## config.mk

```make
export PLATFORM = sky130hd
export DESIGN_NAME = instruction_fetcher
export DESIGN_NICKNAME = d
export VERILOG_FILES = /design/src/rtl/instruction_fetcher.sv
export SDC_FILE = /design/constraint.sdc
export NUM_CORES = 1
export LEC_CHECK = 0
export BUFFER_PORTS_ARGS = -buffer_cell sky130_fd_sc_hd__buf_2
export CAP_MARGIN = 20
export CORE_MARGIN = 2
export CORE_UTILIZATION = 40
export DETAILED_ROUTE_END_ITERATION = 12
export PLACE_DENSITY = 0.56
export SLEW_MARGIN = 20
export SYNTH_ARGS = -nofsm -noshare
export SYNTH_HDL_FRONTEND = slang
export SYNTH_SLANG_ARGS = --single-unit
export TNS_END_PERCENT = 10
```

## constraint.sdc

```tcl
create_clock -name clk -period 4.95 [get_ports clk]
set_input_delay 0.7425 -clock clk [delete_from_list [all_inputs] [get_ports clk]]
set_output_delay 0.7425 -clock clk [all_outputs]
set_load 0.02 [all_outputs]
```

## src/rtl/instruction_fetcher.sv

```systemverilog
// Instruction fetch unit: answers the scheduler's FETCH handshake from a small
// direct-mapped instruction cache, filling missed lines from program memory.
module instruction_fetcher #(
  parameter int unsigned PROGRAM_MEM_ADDR_BITS = 8,
  parameter int unsigned PROGRAM_MEM_DATA_BITS = 16,
  parameter int unsigned CACHE_LINES           = 8
) (
  input  logic                             clk,
  input  logic                             reset,
  input  logic [2:0]                       core_state,
  input  logic [PROGRAM_MEM_ADDR_BITS-1:0] current_pc,
  input  logic                             flush,
  output logic                             mem_read_valid,
  output logic [PROGRAM_MEM_ADDR_BITS-1:0] mem_read_address,
  input  logic                             mem_read_ready,
  input  logic [PROGRAM_MEM_DATA_BITS-1:0] mem_read_data,
  output logic [2:0]                       fetcher_state,
  output logic [PROGRAM_MEM_DATA_BITS-1:0] instruction,
  output logic [15:0]                      hit_count,
  output logic [15:0]                      miss_count
);

  localparam int unsigned INDEX_BITS = $clog2(CACHE_LINES);
  localparam int unsigned TAG_BITS   = PROGRAM_MEM_ADDR_BITS - INDEX_BITS;

  localparam logic [2:0] CORE_FETCH  = 3'b001;
  localparam logic [2:0] CORE_DECODE = 3'b010;

  typedef enum logic [2:0] {
    IDLE     = 3'b000,
    FETCHING = 3'b001,
    FETCHED  = 3'b010
  } state_t;

  state_t state;

  logic [CACHE_LINES-1:0]           line_valid;
  logic [TAG_BITS-1:0]              line_tag  [CACHE_LINES];
  logic [PROGRAM_MEM_DATA_BITS-1:0] line_data [CACHE_LINES];

  logic [INDEX_BITS-1:0] pc_index;
  logic [TAG_BITS-1:0]   pc_tag;
  logic [INDEX_BITS-1:0] fill_index;
  logic [TAG_BITS-1:0]   fill_tag;
  logic                  lookup_hit;
  logic                  fill_done;

  assign pc_index   = current_pc[INDEX_BITS-1:0];
  assign pc_tag     = current_pc[PROGRAM_MEM_ADDR_BITS-1:INDEX_BITS];
  // Fills are addressed from the captured request, never the live pc.
  assign fill_index = mem_read_address[INDEX_BITS-1:0];
  assign fill_tag   = mem_read_address[PROGRAM_MEM_ADDR_BITS-1:INDEX_BITS];
  assign lookup_hit = line_valid[pc_index] && (line_tag[pc_index] == pc_tag);
  assign fill_done  = (state == FETCHING) && mem_read_valid && mem_read_ready;

  assign fetcher_state = state;

  // Control FSM, request register, valid bits and counters.
  always_ff @(posedge clk) begin
    if (reset) begin
      state            <= IDLE;
      mem_read_valid   <= 1'b0;
      mem_read_address <= '0;
      instruction      <= '0;
      line_valid       <= '0;
      hit_count        <= 16'd0;
      miss_count       <= 16'd0;
    end else begin
      case (state)
        IDLE: begin
          if (core_state == CORE_FETCH) begin
            if (lookup_hit) begin
              instruction <= line_data[pc_index];
              if (hit_count != 16'hFFFF) hit_count <= hit_count + 16'd1;
              state <= FETCHED;
            end else begin
              mem_read_valid   <= 1'b1;
              mem_read_address <= current_pc;
              if (miss_count != 16'hFFFF) miss_count <= miss_count + 16'd1;
              state <= FETCHING;
            end
          end
        end
        FETCHING: begin
          if (fill_done) begin
            instruction            <= mem_read_data;
            mem_read_valid         <= 1'b0;
            line_valid[fill_index] <= 1'b1;
            state                  <= FETCHED;
          end
        end
        FETCHED: begin
          if (core_state == CORE_DECODE) state <= IDLE;
        end
        default: state <= IDLE;
      endcase
      // Placed last so a coincident flush also discards the line being filled.
      if (flush) line_valid <= '0;
    end
  end

  // Tag/data storage; contents are meaningless until the valid bit is set.
  always_ff @(posedge clk) begin
    if (!reset && fill_done) begin
      line_tag[fill_index]  <= fill_tag;
      line_data[fill_index] <= mem_read_data;
    end
  end

endmodule

```

==> run_results.csv <==
group,metric,value,unit
outcome,status,"completed",
timing,fin_crit,3.49,ns
cts,cts_tree,"yes",
synth,synth_edf_count,168,
timing,rsz0062_at_grt,"false",
critical_path,worstPathArrival,3.88,ns
pwr,pwr-share-seq,52.9,%
critical_path,cp-start-kind,"input pin",
cts,cts_resized,0,
cts,cts_hold_buffers,0,
synth,netlist.area_leader.share,51.9,%
critical_path,cp.required,5.35,ns
cts,clkSlewWorstSetupHoldPaths,0.06,ns
finish,fillers,2191,
timing,hold_viol,0,
synth,yosys_warnings,0,
job,maxCapViolations,0,
global_route,grt_pass1_vias,5940,
finish,antennaDiodeCount,0,
global_route,track_usage,17.5,%
synth,yosysSeqAreaShare,65.7,%
critical_path,critPathCaptureType,"flip-flop",
finish,fin_util,46.8,%
critical_path,cp_max_fo,28,
placed_design,dp_slack,0.856,ns
synth,yosys-top-cells-area,"edfxtp_1, dfxtp_1, mux4_2, mux2i_1, nor2_1",
finish,layout_common_cells,"edfxtp_1, buf_2, dfxtp_1",
cts,cts_sinks,235,
pwr,comb_power_share,4.4,%
finish,multi_input_area,3120,sq um
floorplan,die_y,160,um
floorplan,row_count,57,
global_route,grt_pass1_wl,34700,um
timing,setup_slack,1.46,ns
floorplan,ios,91,
cts,h-tree-depth,1,
critical_path,critPathSlowestCell,"nor3_2",
synth,synth.net_count,697,
timing,relSlewSlack,37.4,%
floorplan,die_w,160,um
critical_path,cpPeakStageDelay,0.68,ns
synth,async_flop_share,0,%
finish,layout-drive-gt1-share,26.0,%
critical_path,setup.worst_path.class,"in -> reg",
synth,synth.cell_area,9720,sq um
floorplan,start_util,40.3,%
floorplan,coreArea,24100,sq um
cts,cts_buffers,25,
synth,synth_cell_types,53,
global_route,grt_antenna_before_repair,0,
pwr,p_int,3150,uW
timing,setup-tns-final,0,ns
placed_design,dp_hpwl,13700,um
floorplan,die-area,25600,sq um
drt,drtPass1Iterations,5,
critical_path,crit_chain,"buf_2 > mux2i_1 > mux4_2 > xor2_1 > nand2b_1 > nor3_2 > nand4_1 > mux2_1",
finish,layout.cells.most_common,"edfxtp_1",
synth,synth_ff_type,"edfxtp_1",
critical_path,cp_top_family,"simple AND/OR/NAND/NOR gates",
placed_design,io_buffers,89,
synth,syn_inst,664,
global_route,grt.overflow.total,0,
cts,clock_latency,0.52,ns
drt,via_count,5817,
drt,antenna_left,0,
finish,register_area,6390,sq um
cts,cts_setup_buffers,0,
timing,whs,0.465,ns
drt,wl_per_cell,20.2,um
drt,wl,22200,um
pwr,power.density,355,nW/um^2
timing,fin_crit_sh,70.5,%
synth,yosys_register_bits,235,
timing,worst_pin_slew,0.937,ns
drt,post-route-drc-count,0,
pwr,p_leak,0.00401,uW
pwr,ir_drop,0.218,mV
cts,cts_buffer_depth,3,
timing,timing.fmax,287,MHz
worst_hold_path,hp-class,"reg -> reg",
synth,synth.largest_area_cell,"edfxtp_1",
timing,drv_slew,0,
finish,synthToLayoutAreaGrowth,16.0,%
critical_path,critPathBufInv,1,
timing,finClkSkew,0.0104,ns
cts,cts_root_buf,"clkbuf_16",
pwr,pwr-share-clk,42.7,%
pwr,switchingPower,852,uW
global_route,grt_max_degree,81,
finish,nets,788,
placed_design,place_congestion,0.793,
drt,drt_first_iter_violations,474,
synth,avgSynthCellArea,14.6,sq um
timing,setup_viol,0,
drt,via_per_inst,5.30,
pwr,power.switching_fraction,21.3,%
power groups by stage:
| stage | clock network (uW) | registers, uW | logic (uW) |
|---|---|---|---|
| floorplan | 0 | 2160 | 115 |
| global placement | 0 | 2160 | 175 |
| detailed placement | 0 | 2160 | 179 |
| CTS | 1750 | 2110 | 179 |
| global route | 1830 | 2110 | 193 |
| finish | 1710 | 2110 | 176 |
path summary, 6_finish.rpt:
path | depth (start not counted) | start | slack [ns] | endpoint
worst max register to register | 6 | fetcher_state[0] | 1.85 | line_data[4][6]
worst min register to register | 1 | line_valid[1] | 0.47 | line_valid[1]
worst min-delay path | 1 | line_valid[1] | 0.47 | line_valid[1]
worst max-delay path | 8 | current_pc[1] | 1.46 | hit_count[7]
cells by family (layout without fill, tap and decap cells):
family	after synthesis	count (layout)	share of synthesized area (%)
DFF	235	235	65.7
and+or+nand+nor	180	180	9.73
muxes	94	94	14.8
AOI/OAI and AO/OA	90	90	5.43
buffers and inverters	49	159	2.70
xor gates and xnor gates	13	13	1.33
adders and majority gates	2	2	0.257
other	1	1	0.0386
layer usage:
layer | global-route usage, % | part of all wire (%) | wire (um) | up-vias
li1 | - | - | - | 2734
met1 | 24.6 | 45 | 9870 | 2901
met2 | 28.6 | 48 | 10700 | 153
met3 | 3.40 | 5.5 | 1220 | 29
met4 | 3.36 | 1.6 | 364 | 0
met5 | 0 | 0 | 0 | -
stage by stage:
| step | total power [uW] | std cells | area, sq um |
|---|---|---|---|
| after floorplan | 2270 | 664 | 9720 |
| after global placement | 2330 | 1052 | 10500 |
| after detailed placement | 2340 | 1052 | 10500 |
| after CTS | 4050 | 1098 | 11300 |
| after global routing | 4140 | 1098 | 11300 |
| final | 4000 | 1098 | 11300 |
cell type report:
class / instances / area share (%)
timing repair buffer: 107 / 5.15
clock inverter: 13 / 0.588
tap: 324 / 3.60
multi-input combinational: 380 / 27.7
clock buffer: 33 / 6.08
sequential: 235 / 56.7
inverter: 6 / 0.200
sequential cells by signal, summed over array words and instances (netlist names):
signal and count:
line_tag 40, miss_count 16, mem_read_valid 1, hit_count 16, mem_read_address 8, instruction 16
fetcher_state 2, line_data 128, line_valid 8
worst register-to-register path: stages, from the launching register on:
cell and delay (ns):
dfxtp_1 0.40, nor2b_2 0.16, buf_4 0.35, nand3_1 0.38, buf_4 0.32, or3_1 0.41, nor2_4 0.69
cells in the mapped netlist (3+ instances only):
master,n
a21oi_1,28
and2_1,4
and3_1,7
and4_1,4
buf_2,8
buf_4,4
buf_6,5
clkbuf_1,24
dfxtp_1,67
edfxtp_1,168
inv_1,6
mux2_1,8
mux2i_1,47
mux4_2,39
nand2_1,35
nand2b_1,4
nand3_1,26
nand3b_1,4
nand4_1,11
nor2_1,40
nor2b_1,13
nor3_1,13
nor4_1,3
o211ai_1,3
o21a_1,4
o21ai_0,17
o21ai_1,22
o31ai_1,3
or3_1,4
or4_1,6
xnor2_1,4
xor2_1,7
No activity file was read; power rests on OpenSTA's default activity.
